$ cat src/rtl/fifo_buffer.sv
// fifo_buffer: single-clock flit FIFO for NoC router input ports.
// FIFO_BUFFER_ERR_FLAGS_EN adds sticky overflow/underflow outputs.
module fifo_buffer #(
  parameter int DATA_WIDTH = 8,
  parameter int DEPTH      = 8,
  parameter int ADDR_WIDTH = 3
) (
  input  logic                  clk,
  input  logic                  rst,
  input  logic [DATA_WIDTH-1:0] Data_in,
  input  logic                  write,
  input  logic                  read,
  output logic [DATA_WIDTH-1:0] Data_out,
  output logic                  empty,
  output logic                  full
`ifdef FIFO_BUFFER_ERR_FLAGS_EN
  ,
  output logic                  overflow,
  output logic                  underflow
`endif
);

  localparam logic [ADDR_WIDTH:0]   FULL_CNT = DEPTH[ADDR_WIDTH:0];
  localparam logic [ADDR_WIDTH:0]   CNT_ONE  = 1;
  localparam logic [ADDR_WIDTH-1:0] PTR_ONE  = 1;

  logic [DATA_WIDTH-1:0] mem [DEPTH];
  logic [ADDR_WIDTH-1:0] wr_ptr;
  logic [ADDR_WIDTH-1:0] rd_ptr;
  logic [ADDR_WIDTH:0]   count;
  logic [ADDR_WIDTH:0]   cnt_nxt;
  logic                  wr_ok;
  logic                  rd_ok;

  assign empty = (count == '0);
  assign full  = (count == FULL_CNT);
  assign wr_ok = write & ~full;
  assign rd_ok = read & ~empty;

  always_comb begin
    cnt_nxt = count;
    unique case ({wr_ok, rd_ok})
      2'b10:   cnt_nxt = count + CNT_ONE;
      2'b01:   cnt_nxt = count - CNT_ONE;
      default: cnt_nxt = count;
    endcase
  end

  // Storage is not reset; stale entries are unreachable once pointers clear.
  always_ff @(posedge clk) begin
    if (wr_ok) mem[wr_ptr] <= Data_in;
  end

  always_ff @(posedge clk or negedge rst) begin
    if (!rst) begin
      wr_ptr   <= '0;
      rd_ptr   <= '0;
      count    <= '0;
      Data_out <= '0;
    end else begin
      count <= cnt_nxt;
      if (wr_ok) wr_ptr <= wr_ptr + PTR_ONE;
      if (rd_ok) begin
        Data_out <= mem[rd_ptr];
        rd_ptr   <= rd_ptr + PTR_ONE;
      end
    end
  end

`ifdef FIFO_BUFFER_ERR_FLAGS_EN
  always_ff @(posedge clk or negedge rst) begin
    if (!rst) begin
      overflow  <= 1'b0;
      underflow <= 1'b0;
    end else begin
      if (write && full)  overflow  <= 1'b1;
      if (read  && empty) underflow <= 1'b1;
    end
  end
`endif

endmodule

$ cat config.mk
export PLATFORM = sky130hd
export DESIGN_NAME = fifo_buffer
export DESIGN_NICKNAME = d
export VERILOG_FILES = /design/src/rtl/fifo_buffer.sv
export SDC_FILE = /design/constraint.sdc
export NUM_CORES = 1
export LEC_CHECK = 0
export BUFFER_PORTS_ARGS = -buffer_cell sky130_fd_sc_hd__buf_2
export CAP_MARGIN = 15
export CORE_MARGIN = 5
export CORE_UTILIZATION = 59
export CTS_CLUSTER_SIZE = 28
export DETAILED_ROUTE_END_ITERATION = 7
export PLACE_DENSITY = 0.88
export SLEW_MARGIN = 10
export SYNTH_ARGS = -nofsm -noshare
export SYNTH_HDL_FRONTEND = slang
export SYNTH_SLANG_ARGS = --single-unit
$ cat constraint.sdc
create_clock -name clk -period 3 [get_ports clk]
set_input_delay 0.6 -clock clk [delete_from_list [all_inputs] [get_ports clk]]
set_output_delay 0.6 -clock clk [all_outputs]
set_load 0.005 [all_outputs]
==> impl_metrics.xml, run 1 <==
<?xml version="1.0" encoding="UTF-8"?>
<metrics>
  <group name="power_and_ir_drop">
    <metric name="pwr-share-seq" unit="%">46.6</metric>
    <metric name="power_frac_clock" unit="%">21.9</metric>
    <metric name="total_power_after_layout" unit="uW">3526</metric>
    <metric name="switching_power" unit="uW">1160</metric>
    <metric name="share_comb_of_total_power" unit="%">31.5</metric>
    <metric name="static-leakage-power" unit="uW">0.001418</metric>
    <metric name="peakVddDrop" unit="V">0.0005714</metric>
    <metric name="netSwitchingFraction" unit="%">32.90</metric>
    <metric name="power-per-cell-area" unit="mW/mm^2">937.2</metric>
    <metric name="cell_internal_pwr" unit="uW">2366</metric>
  </group>
  <group name="setup_path">
    <metric name="crit_path_end_kind" unit="">register</metric>
    <metric name="worst-r2r-setup-slack" unit="ns">0.54</metric>
    <metric name="required" unit="ns">3.23</metric>
    <metric name="launch_instance_of_the_worst_register_to_register_path" unit="">count[0]$_DFFE_PN0P_</metric>
    <metric name="critPathArrivalTime" unit="ns">2.69</metric>
    <metric name="timing.critical_path.fanout_max" unit="">8</metric>
    <metric name="r2r_end" unit="">count[3]$_DFFE_PN0P_</metric>
    <metric name="crit_type" unit="">reg -&gt; reg</metric>
    <metric name="startpoint_type" unit="">register</metric>
    <metric name="ff2ff_path_depth" unit="">8</metric>
  </group>
  <group name="final_layout">
    <metric name="final_net_count" unit="">267</metric>
    <metric name="final_cell_mix" unit="">sky130_fd_sc_hd__edfxtp_1, sky130_fd_sc_hd__nand2_1, sky130_fd_sc_hd__buf_2</metric>
    <metric name="layout.filler_cells" unit="">381</metric>
    <metric name="antenna_cells_inserted" unit="">0</metric>
    <metric name="cell_count_final_fillers_out" unit="">326</metric>
    <metric name="areaGrowthSynthToFinish" unit="%">10.23</metric>
    <metric name="postLayoutCellArea" unit="sq mm">0.003762</metric>
    <metric name="layout.cells.most_common" unit="">sky130_fd_sc_hd__edfxtp_1</metric>
    <metric name="final_layout_size_suffix_gt1_share" unit="%">19.69</metric>
  </group>
  <group name="routing">
    <metric name="post_detailed_route_via_to_cell_ratio" unit="">5.629</metric>
    <metric name="route.antenna.remaining_nets" unit="">0</metric>
    <metric name="met3_wirelength" unit="microns">357</metric>
    <metric name="dr.max_layer_used" unit="">met4</metric>
    <metric name="routed_wirelength" unit="microns">5665</metric>
    <metric name="wl_per_cell" unit="microns">17.38</metric>
    <metric name="initialDrtViolationCount" unit="">141</metric>
    <metric name="wirelength_met1" unit="microns">2482</metric>
    <metric name="detailedRoute.firstPassIterationCount" unit="">4</metric>
    <metric name="post-route-drc-count" unit="">0</metric>
    <metric name="wl_met2" unit="microns">2751</metric>
    <metric name="vias" unit="">1835</metric>
  </group>
  <group name="sta">
    <metric name="fin_tns_setup" unit="ns">0</metric>
    <metric name="slew_limit_headroom" unit="%">50.61</metric>
    <metric name="grt_setup_unrepaired" unit="">false</metric>
    <metric name="final_hold_violating_endpoints" unit="">0</metric>
    <metric name="max_freq" unit="MHz">406.7</metric>
    <metric name="tightestPinTransition" unit="ns">0.7382</metric>
    <metric name="fin_crit_sh" unit="%">81.96</metric>
    <metric name="timing.clock.skew" unit="ns">0.006463</metric>
    <metric name="slew_viol_final" unit="">0</metric>
    <metric name="timing.final.setup_violations" unit="">0</metric>
    <metric name="final_period_minus_worst_setup_slack" unit="ns">2.459</metric>
    <metric name="worst_slack_on_hold_paths" unit="ns">0.1656</metric>
  </group>
  <group name="cts">
    <metric name="cts_num_sinks" unit="">82</metric>
    <metric name="cts_hold_buffers" unit="">0</metric>
    <metric name="clock_insertion_delay_worst_skew" unit="ns">0.35</metric>
    <metric name="cts_tree" unit="">yes</metric>
    <metric name="ctsResizeCount" unit="">0</metric>
    <metric name="number_of_buffers_inserted_by_post_cts_setup_repair" unit="">0</metric>
    <metric name="numCtsBuffers" unit="">9</metric>
    <metric name="cts_buffer_depth" unit="">2</metric>
    <metric name="clkSlewWorstSetupHoldPaths" unit="ns">0.08</metric>
    <metric name="h-tree-depth" unit="">3</metric>
    <metric name="ctsRootBufferMaster" unit="">sky130_fd_sc_hd__clkbuf_8</metric>
  </group>
  <group name="global_routing">
    <metric name="global_route.overflow_total" unit="">0</metric>
    <metric name="globalRouteTotalUtil" unit="%">17.23</metric>
    <metric name="first_global_vias" unit="">1795</metric>
    <metric name="grt_pass1_wl" unit="microns">9480</metric>
    <metric name="grt_start_max_net_pins" unit="">35</metric>
    <metric name="grt_antenna_before_repair" unit="">0</metric>
  </group>
  <group name="synth">
    <metric name="syn-num-nets" unit="">237</metric>
    <metric name="synth_top_cell_by_area" unit="">sky130_fd_sc_hd__edfxtp_1</metric>
    <metric name="syn_inst" unit="">219</metric>
    <metric name="netlist_top_cells_area" unit="">sky130_fd_sc_hd__edfxtp_1, sky130_fd_sc_hd__dfrtp_1, sky130_fd_sc_hd__mux2i_1</metric>
    <metric name="synth_top_family_by_area" unit="">multiplexers</metric>
    <metric name="synthesis.yosys.warnings" unit="">0</metric>
    <metric name="netlist_area" unit="sq mm">0.003413</metric>
    <metric name="synth_xor_area_share" unit="%">1.283</metric>
    <metric name="yosysTopAreaCellShare" unit="%">56.30</metric>
    <metric name="yosys.area_share.adder" unit="%">2.419</metric>
    <metric name="ys_ff_latch" unit="">82</metric>
    <metric name="synth_mux_area_share" unit="%">10.26</metric>
    <metric name="sequential_share_of_the_synthesized_area" unit="%">69.50</metric>
    <metric name="syn_avg_cell_area" unit="sq um">15.59</metric>
    <metric name="yosys.area_share.simple" unit="%">6.195</metric>
    <metric name="ys_types" unit="">34</metric>
    <metric name="synth-compound-area-share" unit="%">6.855</metric>
  </group>
  <group name="run_status">
    <metric name="outcome" unit="">finished clean</metric>
  </group>
  <group name="placement">
    <metric name="dp.cells" unit="">310</metric>
    <metric name="gp_congestion" unit="">0.7284</metric>
    <metric name="dpl.hpwl" unit="microns">3988</metric>
    <metric name="postPlaceCellArea" unit="sq mm">0.003568</metric>
    <metric name="port_buffers" unit="">21</metric>
  </group>
  <group name="floorplanning">
    <metric name="start_util" unit="%">61.23</metric>
    <metric name="std_cell_rows" unit="">27</metric>
    <metric name="ios" unit="">22</metric>
    <metric name="die_width" unit="microns">86.06</metric>
    <metric name="core_ar" unit="sq mm">0.005574</metric>
    <metric name="die_h" unit="microns">86.06</metric>
    <metric name="die_area" unit="sq mm">0.007406</metric>
  </group>
  <group name="flow_run">
    <metric name="drv.max_cap_violation_count" unit="">0</metric>
  </group>
  <group name="hold_path">
    <metric name="min_path_type" unit="">in -&gt; async</metric>
  </group>
</metrics>
registers in the layout, summed over array words and instances (netlist names):
signal,cells
Data_out,8
count,4
rd_ptr,3
mem,64
wr_ptr,3
cells in the mapped netlist:
master,number
sky130_fd_sc_hd__nand4b_1,1
sky130_fd_sc_hd__xor2_1,1
sky130_fd_sc_hd__dfrtp_1,18
sky130_fd_sc_hd__buf_4,1
sky130_fd_sc_hd__clkbuf_1,1
sky130_fd_sc_hd__inv_1,6
sky130_fd_sc_hd__inv_2,1
sky130_fd_sc_hd__mux2i_1,17
sky130_fd_sc_hd__buf_12,2
sky130_fd_sc_hd__o21ai_0,3
sky130_fd_sc_hd__fa_1,1
sky130_fd_sc_hd__edfxtp_1,64
sky130_fd_sc_hd__nor2_1,7
sky130_fd_sc_hd__a221o_1,8
sky130_fd_sc_hd__buf_6,3
sky130_fd_sc_hd__nor3_1,4
sky130_fd_sc_hd__nand2b_1,5
sky130_fd_sc_hd__o311ai_0,1
sky130_fd_sc_hd__a21oi_1,1
sky130_fd_sc_hd__nor2b_1,1
sky130_fd_sc_hd__ha_1,5
sky130_fd_sc_hd__buf_1,2
sky130_fd_sc_hd__or3_1,1
sky130_fd_sc_hd__o22ai_1,8
sky130_fd_sc_hd__mux2_2,6
sky130_fd_sc_hd__nor4_1,2
sky130_fd_sc_hd__o21ai_1,8
sky130_fd_sc_hd__a21boi_1,1
sky130_fd_sc_hd__nor3b_1,1
sky130_fd_sc_hd__and2_1,1
sky130_fd_sc_hd__nand2_1,23
sky130_fd_sc_hd__o41ai_4,1
sky130_fd_sc_hd__xnor2_1,4
sky130_fd_sc_hd__mux2_1,10
how the worst max path moves through the flow:
stage	depth (start not counted)	slack, ns	to	startpoint
global route	8	0.30	count[3]$_DFFE_PN0P_	count[0]$_DFFE_PN0P_
detailed placement	8	0.46	count[3]$_DFFE_PN0P_	write
floorplan	8	0.66	count[3]$_DFFE_PN0P_	count[0]$_DFFE_PN0P_
global placement	8	0.60	count[3]$_DFFE_PN0P_	write
CTS	8	0.56	count[3]$_DFFE_PN0P_	count[0]$_DFFE_PN0P_
finish	8	0.54	count[3]$_DFFE_PN0P_	count[0]$_DFFE_PN0P_
metal layers:
| metal | GRT usage (%) | up-vias |
|---|---|---|
| met3 | 4.995 | 8 |
| met2 | 26.35 | 52 |
| met1 | 23.76 | 892 |
| met4 | 5.755 | 0 |
| met5 | 0 | - |
| li1 | - | 883 |
layout make-up:
class                           count  area, sq um  share of cell area [%]
Sequential cell                    82         2372                   63.05
Timing Repair Buffer               28        157.7                   4.190
Clock inverter                      6        66.31                   1.763
Tap cell                           72        90.09                   2.394
Inverter                            7        26.28                  0.6984
Clock buffer                       10        127.6                   3.392
Multi-Input combinational cell    121        922.1                   24.51
metrics by stage:
stage	utilization [%]	worst slack (ns)
after detailed placement	64.02	0.4593
final	67.50	0.5413
after global routing	67.50	0.2953
after floorplan	-	0.6609
after global placement	64.02	0.5974
after CTS	67.50	0.5582
kinds of logic (layout without fill, tap and decap cells):
family | after synthesis | after routing
DFF | 82 | 82
and+or+nand+nor | 46 | 46
muxes | 33 | 33
AOI/OAI and AO/OA | 31 | 31
buffers and inverters | 16 | 51
adders and majority gates | 6 | 6
xor gates and xnor gates | 5 | 5
power by group through the flow:
| stage | Combinational (uW) | Sequential [uW] | Clock, uW |
|---|---|---|---|
| 3_3_place_gp | 1060 | 1650 | 0 |
| 4_1_cts | 1120 | 1640 | 785 |
| 2_1_floorplan | 901 | 1630 | 0 |
| 3_5_place_dp | 1120 | 1670 | 0 |
| 6_report | 1110 | 1640 | 772 |
| 5_1_grt | 1240 | 1680 | 839 |
worst max-delay path: stages (launching register included):
cell and delay (ns):
sky130_fd_sc_hd__dfrtp_1 0.48, sky130_fd_sc_hd__nor3_1 0.10, sky130_fd_sc_hd__a21boi_1 0.33, sky130_fd_sc_hd__inv_1 0.14
sky130_fd_sc_hd__ha_1 0.31, sky130_fd_sc_hd__ha_1 0.30, sky130_fd_sc_hd__a21oi_1 0.22, sky130_fd_sc_hd__o21ai_0 0.13
sky130_fd_sc_hd__o311ai_0 0.33
No activity file was read; power rests on OpenSTA's default activity.
==> run 2: changes to the inputs <==
==> constraint.sdc (replaced) <==
create_clock -name clk -period 2.35 [get_ports clk]
set_input_delay 0.47 -clock clk [delete_from_list [all_inputs] [get_ports clk]]
set_output_delay 0.47 -clock clk [all_outputs]
set_load 0.005 [all_outputs]
==> impl_metrics.xml, run 2 (same netlist as run 1, synthesis figures left out) <==
<?xml version="1.0" encoding="UTF-8"?>
<metrics>
  <group name="floorplanning">
    <metric name="die_width" unit="microns">86.06</metric>
    <metric name="core_ar" unit="sq mm">0.005574</metric>
    <metric name="ios" unit="">22</metric>
    <metric name="std_cell_rows" unit="">27</metric>
    <metric name="die_h" unit="microns">86.06</metric>
    <metric name="die_area" unit="sq mm">0.007406</metric>
    <metric name="start_util" unit="%">61.23</metric>
  </group>
  <group name="power_and_ir_drop">
    <metric name="peakVddDrop" unit="V">0.0007491</metric>
    <metric name="static-leakage-power" unit="uW">0.001442</metric>
    <metric name="switching_power" unit="uW">1487</metric>
    <metric name="power_frac_clock" unit="%">21.4</metric>
    <metric name="power-per-cell-area" unit="mW/mm^2">1192</metric>
    <metric name="pwr-share-seq" unit="%">46.2</metric>
    <metric name="netSwitchingFraction" unit="%">32.68</metric>
    <metric name="cell_internal_pwr" unit="uW">3064</metric>
    <metric name="share_comb_of_total_power" unit="%">32.4</metric>
  </group>
  <group name="final_layout">
    <metric name="postLayoutCellArea" unit="sq mm">0.003819</metric>
    <metric name="final_net_count" unit="">272</metric>
    <metric name="largest-register" unit="">mem</metric>
    <metric name="final_cell_mix" unit="">sky130_fd_sc_hd__edfxtp_1, sky130_fd_sc_hd__nand2_1, sky130_fd_sc_hd__buf_2</metric>
    <metric name="cell_count_final_fillers_out" unit="">331</metric>
    <metric name="areaGrowthSynthToFinish" unit="%">11.88</metric>
    <metric name="largest_reg_flops" unit="">64</metric>
    <metric name="layout.cells.most_common" unit="">sky130_fd_sc_hd__edfxtp_1</metric>
    <metric name="reg_top3" unit="">mem x64, Data_out x8, count x4</metric>
    <metric name="finalCoreUtilization" unit="%">68.51</metric>
    <metric name="antenna_cells_inserted" unit="">0</metric>
    <metric name="layout.filler_cells" unit="">364</metric>
    <metric name="final_layout_size_suffix_gt1_share" unit="%">22.78</metric>
  </group>
  <group name="routing">
    <metric name="routed_wirelength" unit="microns">5721</metric>
    <metric name="post_detailed_route_via_to_cell_ratio" unit="">5.677</metric>
    <metric name="detailedRoute.firstPassIterationCount" unit="">4</metric>
    <metric name="initialDrtViolationCount" unit="">113</metric>
    <metric name="wl_per_cell" unit="microns">17.28</metric>
    <metric name="route.antenna.remaining_nets" unit="">0</metric>
    <metric name="vias" unit="">1879</metric>
    <metric name="post-route-drc-count" unit="">0</metric>
  </group>
  <group name="sta">
    <metric name="final_period_minus_worst_setup_slack" unit="ns">2.228</metric>
    <metric name="grt_setup_unrepaired" unit="">false</metric>
    <metric name="fin_crit_sh" unit="%">94.79</metric>
    <metric name="worst_slack_on_hold_paths" unit="ns">0.04466</metric>
    <metric name="final_hold_violating_endpoints" unit="">0</metric>
    <metric name="slew_viol_final" unit="">0</metric>
    <metric name="tightestPinTransition" unit="ns">0.6342</metric>
    <metric name="fin_tns_setup" unit="ns">0</metric>
    <metric name="slew_limit_headroom" unit="%">57.63</metric>
    <metric name="timing.final.setup_violations" unit="">0</metric>
    <metric name="timing.clock.skew" unit="ns">0.01190</metric>
    <metric name="max_freq" unit="MHz">448.9</metric>
  </group>
  <group name="cts">
    <metric name="cts_hold_buffers" unit="">0</metric>
    <metric name="clkSlewWorstSetupHoldPaths" unit="ns">0.08</metric>
    <metric name="cts_tree" unit="">yes</metric>
    <metric name="cts_num_sinks" unit="">82</metric>
    <metric name="cts_buffer_depth" unit="">2</metric>
    <metric name="clock_insertion_delay_worst_skew" unit="ns">0.34</metric>
    <metric name="number_of_buffers_inserted_by_post_cts_setup_repair" unit="">0</metric>
    <metric name="numCtsBuffers" unit="">9</metric>
    <metric name="h-tree-depth" unit="">3</metric>
    <metric name="ctsRootBufferMaster" unit="">sky130_fd_sc_hd__clkbuf_8</metric>
  </group>
  <group name="placement">
    <metric name="port_buffers" unit="">21</metric>
    <metric name="postPlaceCellArea" unit="sq mm">0.003606</metric>
    <metric name="dpl.hpwl" unit="microns">3895</metric>
    <metric name="gp_congestion" unit="">0.6918</metric>
    <metric name="dp.cells" unit="">315</metric>
  </group>
  <group name="setup_path">
    <metric name="worst-r2r-setup-slack" unit="ns">0.12</metric>
    <metric name="ff2ff_path_depth" unit="">7</metric>
    <metric name="crit_type" unit="">reg -&gt; reg</metric>
    <metric name="timing.critical_path.fanout_max" unit="">8</metric>
    <metric name="r2r_end" unit="">count[3]$_DFFE_PN0P_</metric>
    <metric name="launch_instance_of_the_worst_register_to_register_path" unit="">count[0]$_DFFE_PN0P_</metric>
    <metric name="required" unit="ns">2.58</metric>
    <metric name="crit_path_end_kind" unit="">register</metric>
    <metric name="critPathArrivalTime" unit="ns">2.46</metric>
    <metric name="startpoint_type" unit="">register</metric>
  </group>
  <group name="global_routing">
    <metric name="grt_start_max_net_pins" unit="">28</metric>
    <metric name="globalRouteTotalUtil" unit="%">17.18</metric>
    <metric name="global_route.overflow_total" unit="">0</metric>
    <metric name="first_global_vias" unit="">1889</metric>
    <metric name="grt_pass1_wl" unit="microns">9356</metric>
    <metric name="grt_antenna_before_repair" unit="">0</metric>
  </group>
  <group name="flow_run">
    <metric name="drv.max_cap_violation_count" unit="">0</metric>
  </group>
  <group name="run_status">
    <metric name="outcome" unit="">finished clean</metric>
  </group>
  <group name="hold_path">
    <metric name="min_path_type" unit="">in -&gt; async</metric>
  </group>
</metrics>
run 2: cell types whose count changed in the layout (fill, tap and decap cells not counted), sizes merged:
cell    before  now
clkbuf      10   11
buf         28   33
clkinv       2    1
run 2: per-layer routing:
layer | GRT usage [%] | routed length [microns]
met1 | 22.74 | 2547
met2 | 26.42 | 2759
met5 | 0 | 0
met4 | 8.058 | 65
met3 | 4.611 | 349
run 2: repair_timing:
action,CTS,global route
resized for setup,1,4
endpoints found under the hold margin,0,0
endpoints found under the setup margin,1,1
run 2: worst max path at each step:
stage | startpoint | to | slack, ns
2_1_floorplan | count[0]$_DFFE_PN0P_ | count[3]$_DFFE_PN0P_ | 0.01
3_3_place_gp | count[0]$_DFFE_PN0P_ | count[3]$_DFFE_PN0P_ | 0.15
3_5_place_dp | count[1]$_DFFE_PN0P_ | count[3]$_DFFE_PN0P_ | -0.004
4_1_cts | count[1]$_DFFE_PN0P_ | count[3]$_DFFE_PN0P_ | 0.06
5_1_grt | count[0]$_DFFE_PN0P_ | count[3]$_DFFE_PN0P_ | 0.003
6_report | count[0]$_DFFE_PN0P_ | count[3]$_DFFE_PN0P_ | 0.12
run 2: final cells by class:
| cell class | instances | area, sq um | area share [%] |
|---|---|---|---|
| Sequential cell | 82 | 2374 | 62.16 |
| Multi-Input combinational cell | 121 | 939.7 | 24.61 |
| Timing Repair Buffer | 33 | 195.2 | 5.111 |
| Clock buffer | 11 | 131.4 | 3.440 |
| Tap cell | 72 | 90.09 | 2.359 |
| Clock inverter | 5 | 62.56 | 1.638 |
| Inverter | 7 | 26.28 | 0.6881 |
run 2: metrics by stage:
step	total power [uW]	worst slack, ns
CTS	4560	0.05850
global route	4846	0.002771
global placement	3501	0.1520
floorplan	3233	0.01090
finish	4551	0.1225
detailed placement	3568	-0.003739
run 2: power groups by stage:
stage / registers, uW / clock network [uW] / logic, uW
6_report: 2100 / 975 / 1470
5_1_grt: 2150 / 1080 / 1620
4_1_cts: 2100 / 999 / 1470
3_5_place_dp: 2120 / 0 / 1450
3_3_place_gp: 2100 / 0 / 1400
2_1_floorplan: 2080 / 0 / 1150
run 2: critical path: stages (launching register included):
cell and delay [ns]:
sky130_fd_sc_hd__dfrtp_1 0.47, sky130_fd_sc_hd__o41ai_4 0.39, sky130_fd_sc_hd__inv_2 0.11, sky130_fd_sc_hd__ha_4 0.20, sky130_fd_sc_hd__ha_1 0.27, sky130_fd_sc_hd__a21oi_1 0.22
sky130_fd_sc_hd__o21ai_0 0.13, sky130_fd_sc_hd__o311ai_0 0.32
==> run 3: changes to the inputs <==
--- a/config.mk
+++ b/config.mk
@@ -8,10 +8,10 @@
 export BUFFER_PORTS_ARGS = -buffer_cell sky130_fd_sc_hd__buf_2
 export CAP_MARGIN = 15
 export CORE_MARGIN = 5
-export CORE_UTILIZATION = 59
+export CORE_UTILIZATION = 45
 export CTS_CLUSTER_SIZE = 28
 export DETAILED_ROUTE_END_ITERATION = 7
-export PLACE_DENSITY = 0.88
+export PLACE_DENSITY = 0.72
 export SLEW_MARGIN = 10
 export SYNTH_ARGS = -nofsm -noshare
 export SYNTH_HDL_FRONTEND = slang
==> impl_metrics.xml, run 3 (same netlist as run 1, synthesis figures left out) <==
<?xml version="1.0" encoding="UTF-8"?>
<metrics>
  <group name="final_layout">
    <metric name="postLayoutCellArea" unit="sq mm">0.003908</metric>
    <metric name="reg_top3" unit="">mem x64, Data_out x8, count x4</metric>
    <metric name="layout.filler_cells" unit="">593</metric>
    <metric name="largest_reg_flops" unit="">64</metric>
    <metric name="finalCoreUtilization" unit="%">53.30</metric>
    <metric name="cell_count_final_fillers_out" unit="">362</metric>
    <metric name="layout.cells.most_common" unit="">sky130_fd_sc_hd__edfxtp_1</metric>
    <metric name="antenna_cells_inserted" unit="">0</metric>
    <metric name="final_net_count" unit="">276</metric>
    <metric name="seq_area" unit="sq mm">0.002376</metric>
    <metric name="final_layout_size_suffix_gt1_share" unit="%">25.10</metric>
    <metric name="multi_input_area" unit="sq um">939.7</metric>
    <metric name="areaGrowthSynthToFinish" unit="%">14.48</metric>
    <metric name="largest-register" unit="">mem</metric>
    <metric name="final_cell_mix" unit="">sky130_fd_sc_hd__edfxtp_1, sky130_fd_sc_hd__nand2_1, sky130_fd_sc_hd__buf_2</metric>
  </group>
  <group name="setup_path">
    <metric name="crit_type" unit="">reg -&gt; reg</metric>
    <metric name="crit_path_cell_trace" unit="">o41ai_4, inv_2, ha_2, ha_1, inv_1, nor4_2, nand4b_1, o311ai_1</metric>
    <metric name="required" unit="ns">2.57</metric>
    <metric name="timing.critical_path.fanout_max" unit="">8</metric>
    <metric name="crit_path_end_kind" unit="">register</metric>
    <metric name="critPathArrivalTime" unit="ns">2.43</metric>
    <metric name="worst_path_max_delay_cell" unit="">sky130_fd_sc_hd__dfrtp_2</metric>
    <metric name="worst_path_largest_cell_delay" unit="ns">0.46</metric>
    <metric name="startpoint_type" unit="">register</metric>
  </group>
  <group name="placement">
    <metric name="gp_congestion" unit="">0.7709</metric>
    <metric name="port_buffers" unit="">21</metric>
    <metric name="dpl.hpwl" unit="microns">3789</metric>
    <metric name="postPlaceCellArea" unit="sq mm">0.003640</metric>
    <metric name="dp.cells" unit="">342</metric>
  </group>
  <group name="cts">
    <metric name="cts_buffer_depth" unit="">2</metric>
    <metric name="clock_insertion_delay_worst_skew" unit="ns">0.35</metric>
    <metric name="clkSlewWorstSetupHoldPaths" unit="ns">0.08</metric>
    <metric name="numCtsBuffers" unit="">9</metric>
    <metric name="cts_hold_buffers" unit="">0</metric>
    <metric name="ctsRootBufferMaster" unit="">sky130_fd_sc_hd__clkbuf_8</metric>
    <metric name="h-tree-depth" unit="">3</metric>
    <metric name="cts_num_sinks" unit="">82</metric>
    <metric name="cts_tree" unit="">yes</metric>
  </group>
  <group name="global_routing">
    <metric name="global_route.overflow_total" unit="">0</metric>
    <metric name="globalRouteTotalUtil" unit="%">12.36</metric>
    <metric name="grt_start_max_net_pins" unit="">27</metric>
    <metric name="grt_antenna_before_repair" unit="">0</metric>
    <metric name="first_global_vias" unit="">1834</metric>
    <metric name="grt_pass1_wl" unit="microns">8949</metric>
  </group>
  <group name="run_status">
    <metric name="outcome" unit="">finished clean</metric>
  </group>
  <group name="floorplanning">
    <metric name="die_h" unit="microns">97.09</metric>
    <metric name="die_width" unit="microns">97.09</metric>
    <metric name="die_area" unit="sq mm">0.009426</metric>
    <metric name="start_util" unit="%">46.56</metric>
    <metric name="core_ar" unit="sq mm">0.007331</metric>
    <metric name="std_cell_rows" unit="">31</metric>
    <metric name="ios" unit="">22</metric>
  </group>
  <group name="routing">
    <metric name="routed_wirelength" unit="microns">5696</metric>
    <metric name="detailedRoute.firstPassIterationCount" unit="">4</metric>
    <metric name="post_detailed_route_via_to_cell_ratio" unit="">5.146</metric>
    <metric name="route.antenna.remaining_nets" unit="">0</metric>
    <metric name="post-route-drc-count" unit="">0</metric>
    <metric name="wl_per_cell" unit="microns">15.73</metric>
    <metric name="initialDrtViolationCount" unit="">67</metric>
    <metric name="vias" unit="">1863</metric>
  </group>
  <group name="sta">
    <metric name="slew_limit_headroom" unit="%">57.74</metric>
    <metric name="tightestPinTransition" unit="ns">0.6326</metric>
    <metric name="timing.clock.skew" unit="ns">0.005996</metric>
    <metric name="fin_crit_sh" unit="%">93.96</metric>
    <metric name="final_hold_violating_endpoints" unit="">0</metric>
    <metric name="slew_viol_final" unit="">0</metric>
    <metric name="max_freq" unit="MHz">452.9</metric>
    <metric name="timing.final.setup_violations" unit="">0</metric>
    <metric name="final_period_minus_worst_setup_slack" unit="ns">2.208</metric>
  </group>
  <group name="hold_path">
    <metric name="min_path_type" unit="">in -&gt; async</metric>
  </group>
  <group name="power_and_ir_drop">
    <metric name="power-per-cell-area" unit="mW/mm^2">1206</metric>
    <metric name="peakVddDrop" unit="V">0.0004076</metric>
    <metric name="total_power_after_layout" unit="uW">4711</metric>
    <metric name="static-leakage-power" unit="uW">0.001475</metric>
  </group>
  <group name="flow_run">
    <metric name="drv.max_cap_violation_count" unit="">0</metric>
  </group>
</metrics>
## run 3: changes by cell type in the layout (fill, tap and decap cells not counted), sizes merged
cell,delta
buf,+4
clkinvlp,-1
bufinv,+1
inv,+1
clkbuf,-1
## run 3: through the flow
| stage | TNS (ns) | setup slack, ns | hold slack, ns |
|---|---|---|---|
| floorplan | 0 | 0.01090 | 0.1744 |
| global placement | 0 | 0.1405 | 0.4193 |
| detailed placement | -0.02803 | -0.02803 | 0.4268 |
| CTS | 0 | 0.03286 | 0.03951 |
| global route | -0.03659 | -0.03659 | 0.06407 |
| finish | 0 | 0.1420 | 0.03463 |
## run 3: worst paths after layout
check                                             start                 endpoint  slack, ns  depth (start not counted)
worst max-delay path               count[3]$_DFFE_PN0P_     count[3]$_DFFE_PN0P_       0.14                          8
worst min-delay path                                rst    wr_ptr[2]$_DFFE_PN0P_       0.03                          1
worst max register to register     count[3]$_DFFE_PN0P_     count[3]$_DFFE_PN0P_       0.14                          8
worst min register to register  Data_out[4]$_DFFE_PN0P_  Data_out[4]$_DFFE_PN0P_       0.48                          2
max in group asynchronous                           rst     count[3]$_DFFE_PN0P_       2.01                          1
min in group clk                             Data_in[1]      mem[1][1]$_DFFE_PP_       0.39                          1
## run 3: repair_timing
action	CTS	global route
buffers inserted	0	4
endpoints found under the setup margin	1	1
resized for setup	1	7
endpoints found under the hold margin	0	0
pin swaps	0	1
cloned	0	0
## run 3: layout make-up
cell class	count	area share [%]
clock buffers	10	3.266
repair buffers	37	5.764
multi-input cells	121	24.05
flip-flops and latches	82	60.81
well taps	99	3.170
inverters	7	0.6724
clock inverters	6	2.273
## run 3: routing by layer
metal | part of all wire [%] | track usage [%]
met5 | 0 | 0
met4 | 1.7 | 5.832
met3 | 5.2 | 3.374
met2 | 49 | 19.27
met1 | 44 | 16.03
## run 3: critical path, delay by kind of cell (launching register included)
kind                     cells  cell delay [ns]
AND/OR/NAND/NOR              2             0.42
AO/OA/AOI/OAI                2             0.48
flip-flops                   1             0.46
adder cells (fa/ha/maj)      2             0.56
buffers and inverters        2             0.17
## run 3: report_power, final
group	switching, uW	total, uW	internal [uW]
Sequential	199	2100	1900
Clock	497	1100	603
Combinational	809	1510	704
Total	1510	4710	3210
